$ cat src/rtl/dma_channel_regfile.sv
// Multi-channel DMA base/current address and count registers, programmed byte-serially from the CPU bus.
// Define DMA_REG_READBACK_EN to enable channel and status readback on DB_OUT/DB_OE.
module dma_channel_regfile #(
  parameter int NUM_CH = 4,
  parameter int REG_W  = 16,
  parameter int AW     = $clog2(NUM_CH) + 2
) (
  input  logic                                         CLK,
  input  logic                                         RESET,
  input  logic                                         CS_N,
  input  logic                                         IOR_N,
  input  logic                                         IOW_N,
  input  logic [AW-1:0]                                ADDR,
  input  logic [7:0]                                   DB_IN,
  output logic [7:0]                                   DB_OUT,
  output logic                                         DB_OE,
  input  logic [((NUM_CH > 1) ? $clog2(NUM_CH) : 1)-1:0] xfer_ch,
  input  logic                                         xfer_step,
  output logic [REG_W-1:0]                             cur_addr,
  output logic [REG_W-1:0]                             cur_cnt,
  output logic                                         tc,
  output logic [NUM_CH-1:0]                            tc_status
);

  localparam int unsigned NB  = REG_W / 8;
  localparam int unsigned PW  = $clog2(NB);
  localparam int unsigned CHW = (NUM_CH > 1) ? $clog2(NUM_CH) : 1;

  logic [REG_W-1:0] base_addr [NUM_CH];
  logic [REG_W-1:0] base_cnt  [NUM_CH];
  logic [REG_W-1:0] curr_addr [NUM_CH];
  logic [REG_W-1:0] curr_cnt  [NUM_CH];
  logic [NUM_CH-1:0] autoinit;
  logic [NUM_CH-1:0] decr;
  logic [PW-1:0]     ptr;
  logic              iow_q;

  logic              wr_acc;
  logic              ctrl_sel;
  logic [AW-1:0]     addr_shr;
  logic [CHW-1:0]    sel_ch;
  logic              sel_valid;
  logic [AW-2:0]     ofs;
  logic              chan_wr;
  logic              ptr_clr;
  logic              mclr;
  logic              mode_wr;
  logic              clr;
  logic              ptr_adv;
  logic              stat_clr;
  logic              xfer_valid;
  logic [CHW-1:0]    xidx;
  logic              step_valid;
  logic              step_tc;
  logic [NUM_CH-1:0] tc_set;

  function automatic logic [REG_W-1:0] put_byte(input logic [REG_W-1:0] v,
                                                input logic [PW-1:0] p,
                                                input logic [7:0] b);
    logic [REG_W-1:0] r;
    r = v;
    for (int unsigned i = 0; i < NB; i++) begin
      if (p == PW'(i)) r[8*i +: 8] = b;
    end
    return r;
  endfunction

  always_comb begin
    wr_acc    = !CS_N && !IOW_N && iow_q;
    ctrl_sel  = ADDR[AW-1];
    addr_shr  = ADDR >> 1;
    sel_ch    = addr_shr[CHW-1:0];
    sel_valid = int'(sel_ch) < NUM_CH;
    ofs       = ADDR[AW-2:0];
    chan_wr   = wr_acc && !ctrl_sel && sel_valid;
    ptr_clr   = wr_acc && ctrl_sel && (int'(ofs) == 0);
    mclr      = wr_acc && ctrl_sel && (int'(ofs) == 1);
    mode_wr   = wr_acc && ctrl_sel && (int'(ofs) == 2) && (int'(DB_IN[2:0]) < NUM_CH);
    clr       = RESET || mclr;
  end

  // A CPU write to the serviced channel takes priority; the coinciding step is dropped outright.
  always_comb begin
    xfer_valid = int'(xfer_ch) < NUM_CH;
    xidx       = xfer_valid ? xfer_ch : '0;
    step_valid = xfer_step && xfer_valid && !(chan_wr && (sel_ch == xfer_ch));
    step_tc    = step_valid && (curr_cnt[xidx] == '0);
    tc_set     = '0;
    for (int unsigned c = 0; c < NUM_CH; c++) begin
      if (step_tc && (xidx == CHW'(c))) tc_set[c] = 1'b1;
    end
    cur_addr = xfer_valid ? curr_addr[xidx] : '0;
    cur_cnt  = xfer_valid ? curr_cnt[xidx]  : '0;
  end

`ifdef DMA_REG_READBACK_EN
  logic           ior_q;
  logic           rd_acc;
  logic           chan_rd;
  logic           stat_rd;
  logic [CHW-1:0] sel_idx;

  function automatic logic [7:0] get_byte(input logic [REG_W-1:0] v, input logic [PW-1:0] p);
    logic [7:0] r;
    r = '0;
    for (int unsigned i = 0; i < NB; i++) begin
      if (p == PW'(i)) r = v[8*i +: 8];
    end
    return r;
  endfunction

  always_comb begin
    rd_acc   = !CS_N && !IOR_N && ior_q && !wr_acc;
    chan_rd  = rd_acc && !ctrl_sel && sel_valid;
    stat_rd  = rd_acc && ctrl_sel && (int'(ofs) == 3);
    sel_idx  = sel_valid ? sel_ch : '0;
    ptr_adv  = chan_wr || chan_rd;
    stat_clr = stat_rd;
  end

  always_ff @(posedge CLK) begin
    if (clr) begin
      ior_q  <= 1'b1;
      DB_OUT <= '0;
      DB_OE  <= 1'b0;
    end else begin
      ior_q <= IOR_N;
      DB_OE <= !CS_N && !IOR_N;
      if (stat_rd) begin
        DB_OUT <= 8'(tc_status);
      end else if (chan_rd) begin
        DB_OUT <= get_byte(ADDR[0] ? curr_cnt[sel_idx] : curr_addr[sel_idx], ptr);
      end
    end
  end
`else
  logic unused_ior;

  assign unused_ior = IOR_N;
  assign ptr_adv    = chan_wr;
  assign stat_clr   = 1'b0;
  assign DB_OUT     = '0;
  assign DB_OE      = 1'b0;
`endif

  always_ff @(posedge CLK) begin
    if (clr) begin
      for (int unsigned c = 0; c < NUM_CH; c++) begin
        base_addr[c] <= '0;
        base_cnt[c]  <= '0;
        curr_addr[c] <= '0;
        curr_cnt[c]  <= '0;
      end
      autoinit  <= '0;
      decr      <= '0;
      ptr       <= '0;
      tc        <= 1'b0;
      tc_status <= '0;
      iow_q     <= 1'b1;
    end else begin
      iow_q <= IOW_N;
      tc    <= step_tc;
      // Flags raised this cycle survive a coinciding status-read clear.
      tc_status <= (stat_clr ? '0 : tc_status) | tc_set;

      if (ptr_clr) begin
        ptr <= '0;
      end else if (ptr_adv) begin
        ptr <= (ptr == PW'(NB - 1)) ? '0 : ptr + 1'b1;
      end

      for (int unsigned c = 0; c < NUM_CH; c++) begin
        if (chan_wr && (sel_ch == CHW'(c))) begin
          if (ADDR[0]) begin
            base_cnt[c] <= put_byte(base_cnt[c], ptr, DB_IN);
            curr_cnt[c] <= put_byte(curr_cnt[c], ptr, DB_IN);
          end else begin
            base_addr[c] <= put_byte(base_addr[c], ptr, DB_IN);
            curr_addr[c] <= put_byte(curr_addr[c], ptr, DB_IN);
          end
        end else if (step_valid && (xidx == CHW'(c))) begin
          if (step_tc && autoinit[c]) begin
            curr_addr[c] <= base_addr[c];
            curr_cnt[c]  <= base_cnt[c];
          end else begin
            curr_addr[c] <= decr[c] ? curr_addr[c] - 1'b1 : curr_addr[c] + 1'b1;
            curr_cnt[c]  <= curr_cnt[c] - 1'b1;
          end
        end
        if (mode_wr && (DB_IN[2:0] == 3'(c))) begin
          autoinit[c] <= DB_IN[4];
          decr[c]     <= DB_IN[5];
        end
      end
    end
  end

endmodule

$ cat config.mk
export PLATFORM = sky130hd
export DESIGN_NAME = dma_channel_regfile
export DESIGN_NICKNAME = d
export VERILOG_FILES = /design/src/rtl/dma_channel_regfile.sv
export SDC_FILE = /design/constraint.sdc
export NUM_CORES = 1
export LEC_CHECK = 0
export BUFFER_PORTS_ARGS = -buffer_cell sky130_fd_sc_hd__buf_2
export CORE_ASPECT_RATIO = 0.9
export CORE_UTILIZATION = 32
export DETAILED_ROUTE_END_ITERATION = 6
export GPL_TIMING_DRIVEN = 0
export SLEW_MARGIN = 10
export SYNTH_ARGS = -nofsm -noshare
export SYNTH_HDL_FRONTEND = slang
export SYNTH_SLANG_ARGS = --single-unit
$ cat constraint.sdc
create_clock -name CLK -period 3.4 [get_ports CLK]
set_input_delay 0 -clock CLK [delete_from_list [all_inputs] [get_ports CLK]]
set_output_delay 0 -clock CLK [all_outputs]
set_load 0.1 [all_outputs]
==> reports/summary.json <==
{
  "first_pass_grt_wire_length_um": 74040,
  "place_hpwl_um": 37400,
  "muxShareOfSynthArea": 0.05787,
  "failed_checks": "setup timing",
  "crit_required_ns": 3.58,
  "leakagePower_uw": 0.007322,
  "synth-compound-area-share": 0.1430,
  "synth.yosys.warnings": 0,
  "floorplan.die.width_um": 235.8,
  "p_comb_frac": 0.141,
  "ir_drop_uv": 352.4,
  "clock_sink_count": 271,
  "crit_fanout": 10,
  "initial_utilization": 0.3265,
  "run_status": "finished, violations left",
  "synth_xor_xnor_area_share": 0.05898,
  "overflow": 0,
  "layout_setup_ws_ns": -0.04650,
  "power_switching_share": 0.2840,
  "cellInternalPower_uw": 5882,
  "area_of_the_mapped_netlist_um2": 15740,
  "cts-root-to-sink-buffers": 3,
  "cts_made_buffers": 30,
  "layout-area-overhead-vs-synth_pct": 14.66,
  "worst_setup_path_end_kind": "register",
  "post_layout_nonfiller_instances": 2235,
  "most_used_flip_flop_cell_after_synthesis": "sky130_fd_sc_hd__edfxtp_1",
  "share_clk_of_total_power": 0.379,
  "tightest_slew_ns": 1.021,
  "top_cell_type_by_total_area_after_synthesis": "sky130_fd_sc_hd__edfxtp_1",
  "drt-initial-drc-count": 1399,
  "initial_antenna_violation_count": 2,
  "share_seq_of_total_power": 0.480,
  "timing.rr.end": "curr_addr[1][14]",
  "ant_nets": 0,
  "grt_pass1_vias": 11703,
  "final_std_cell_area_no_fill_um2": 18050,
  "grt_max_degree": 18,
  "data_arrival_time_of_the_critical_path_ns": 3.63,
  "worstRegToRegCells": 6,
  "critical_path.reg2reg.startpoint": "iow_q",
  "io_pins": 66,
  "final.setup_skew_ns": 0.03464,
  "ys_ff_latch": 271,
  "worst_hold_path_type": "in -> reg",
  "numPortBuffers": 51,
  "dieArea_um2": 50080,
  "slew_viol_final": 0,
  "first_pass_iters": 6,
  "min_delay_worst_endpoint": "base_cnt[2][11]",
  "synth-edff-count": 256,
  "tritoncts": "built",
  "postRouteWirelength_um": 49690,
  "htree_levels": 1,
  "rsz0062_at_grt": "yes",
  "place_congestion": 0.9460,
  "rrSetupSlack_ns": -0.05,
  "worst_path_max_delay_cell": "sky130_fd_sc_hd__a21oi_1",
  "async_flop_share": 0,
  "detail_route.drc_violations": 0,
  "synth_area_per_cell_um2": 10.66,
  "via_per_inst": 5.509,
  "cellPowerDensity_nw_per_um2": 455.1,
  "crit_type": "reg -> reg",
  "clock-root-buffer": "sky130_fd_sc_hd__clkbuf_16",
  "cp_cell_sequence": "or4b_2 > or3_1 > nor2_1 > clkbuf_1 > nor3_1 > a21oi_1",
  "hold_start": "DB_IN[3]",
  "slew-limit-headroom": 0.3195,
  "max_cap_violations": 0,
  "num-nets-final": 1670,
  "core_area_um2": 48210,
  "fmax_ghz": 0.2901,
  "largest_family_of_logic_cells_by_synthesized_area": "compound AO/OA/AOI/OAI gates",
  "critical_path.startpoint": "iow_q",
  "yosys.area.top_type_share": 0.4884,
  "total_switching_power_uw": 2333,
  "setup_tns_ns": -0.3834,
  "fin_crit_sh": 1.014,
  "fp.dieH_um": 212.4,
  "setup_viol": 11,
  "rows": 76,
  "place_ws_ns": -0.6478,
  "cts.clk_slew.worst_paths_ns": 0.06,
  "min_path_cells": 3,
  "ys_seq_area_frac": 0.5074,
  "insertion_delay_ns": 0.59,
  "dr_total_vias": 12313,
  "fin_crit_period_ns": 3.447,
  "postSynthCellCount": 1477,
  "final_hold_viol_count": 0,
  "wire_per_inst_um": 22.23,
  "arithmetic_cell_share_of_the_synthesized_area_counting_full_adders_half_adders_and_majority_gates": 0.05278,
  "slowest_stage_delay_on_critical_path_ns": 0.77,
  "place.detailed.instances": 2161,
  "drive_above_1_share": 0.1317,
  "yosysUniqueCellTypes": 66,
  "cell_area_placed_um2": 16820,
  "synth-simple-area-share": 0.1344,
  "holdWs_ns": 0.08060,
  "cp-start-kind": "register",
  "post_synth_main_area_contributors": "sky130_fd_sc_hd__edfxtp_1, sky130_fd_sc_hd__ha_1, sky130_fd_sc_hd__mux4_2",
  "gr-usage-all-layers": 0.1982
}
## cells by family (layout without fill, tap and decap cells)
logic type	after synthesis	in the layout
and+or+nand+nor	443	443
AOI/OAI and AO/OA	383	383
DFF	271	271
buffers and inverters	158	283
xor gates and xnor gates	106	106
adders and majority gates	64	64
muxes	51	51
other	1	10
## cell usage after synthesis, drive strengths merged, types with 15 or more instances
cell type / n
mux4: 32
edfxtp: 256
clkbuf: 40
xnor2: 61
ha: 60
a21oi: 137
nand3: 24
mux2i: 19
nor2: 155
o21ai: 135
buf: 38
and2: 28
xor2: 45
inv: 80
nand2: 102
dfxtp: 15
nor3: 44
a21o: 18
a22oi: 26
## sequential cells by signal, indices dropped and copies added, names as in the netlist
signal	cells
base_cnt	64
decr	4
tc_status	4
curr_cnt	64
ptr	1
curr_addr	64
tc	1
iow_q	1
base_addr	64
autoinit	4
## critical path, delay by kind of cell, from the launching register on
kind            cells  cell delay, ns
flops               1            0.32
simple gates        4            1.56
buf+inv             1            0.39
compound gates      1            0.77
## layer usage
layer	GRT usage	part of all wire	vias to the layer above
li1	-	-	5653
met1	0.2920	0.46	6018
met2	0.2884	0.42	565
met3	0.04700	0.093	75
met4	0.05319	0.027	2
met5	0	0.00020	-
## repair_timing
item	CTS	global route
setup buffers	2	4
hold buffers	11	0
endpoints found under the setup margin	111	191
endpoints found under the hold margin	35	0
gates resized for setup	14	37
pin swaps	1	3
## metrics by stage
stage          power, µW    util
6_report            8215  0.3744
3_5_place_dp        5124  0.3489
5_1_grt             8457  0.3743
2_1_floorplan       4796       -
4_1_cts             8219  0.3714
3_3_place_gp        5110  0.3486
## power by group through the flow
stage / Combinational [µW] / Sequential, µW / Clock [µW]
2_1_floorplan: 864 / 3930 / 0
3_3_place_gp: 1100 / 4010 / 0
3_5_place_dp: 1110 / 4010 / 0
4_1_cts: 1130 / 3940 / 3150
5_1_grt: 1230 / 3950 / 3280
6_report: 1160 / 3940 / 3110
## worst max-delay path by stage
| stage | endpoint | slack [ns] | depth (start not counted) |
|---|---|---|---|
| after floorplan | curr_addr[0][15] | 0.21 | 9 |
| after global placement | curr_addr[0][15] | -0.60 | 9 |
| after detailed placement | curr_addr[0][13] | -0.65 | 9 |
| after CTS | curr_addr[1][5] | -0.06 | 6 |
| after global routing | curr_addr[1][13] | -0.24 | 6 |
| final | curr_addr[1][14] | -0.05 | 6 |
## final cells by class
class / instances / area (µm²)
clock buffers: 43 / 830.8
clock inverters: 13 / 91.34
diodes: 1 / 2.502
well taps: 624 / 780.7
inverters: 80 / 300.3
plain buffers: 78 / 424.2
fillers: 4695 / 30160
multi-input cells: 1056 / 7204
repair buffers: 69 / 417.9
flip-flops and latches: 271 / 7998
## cell usage in the layout, fill, tap and decap left out, types with 28 or more instances in the layout
cell / count
sky130_fd_sc_hd__a21oi_1: 132
sky130_fd_sc_hd__and2_1: 28
sky130_fd_sc_hd__buf_2: 61
sky130_fd_sc_hd__clkbuf_1: 46
sky130_fd_sc_hd__clkbuf_16: 31
sky130_fd_sc_hd__edfxtp_1: 256
sky130_fd_sc_hd__ha_1: 60
sky130_fd_sc_hd__inv_1: 80
sky130_fd_sc_hd__mux4_2: 32
sky130_fd_sc_hd__nand2_1: 101
sky130_fd_sc_hd__nor2_1: 155
sky130_fd_sc_hd__nor3_1: 41
sky130_fd_sc_hd__o21ai_0: 89
sky130_fd_sc_hd__o21ai_1: 35
sky130_fd_sc_hd__xnor2_1: 61
sky130_fd_sc_hd__xor2_1: 45
No activity file was read; power rests on OpenSTA's default activity.
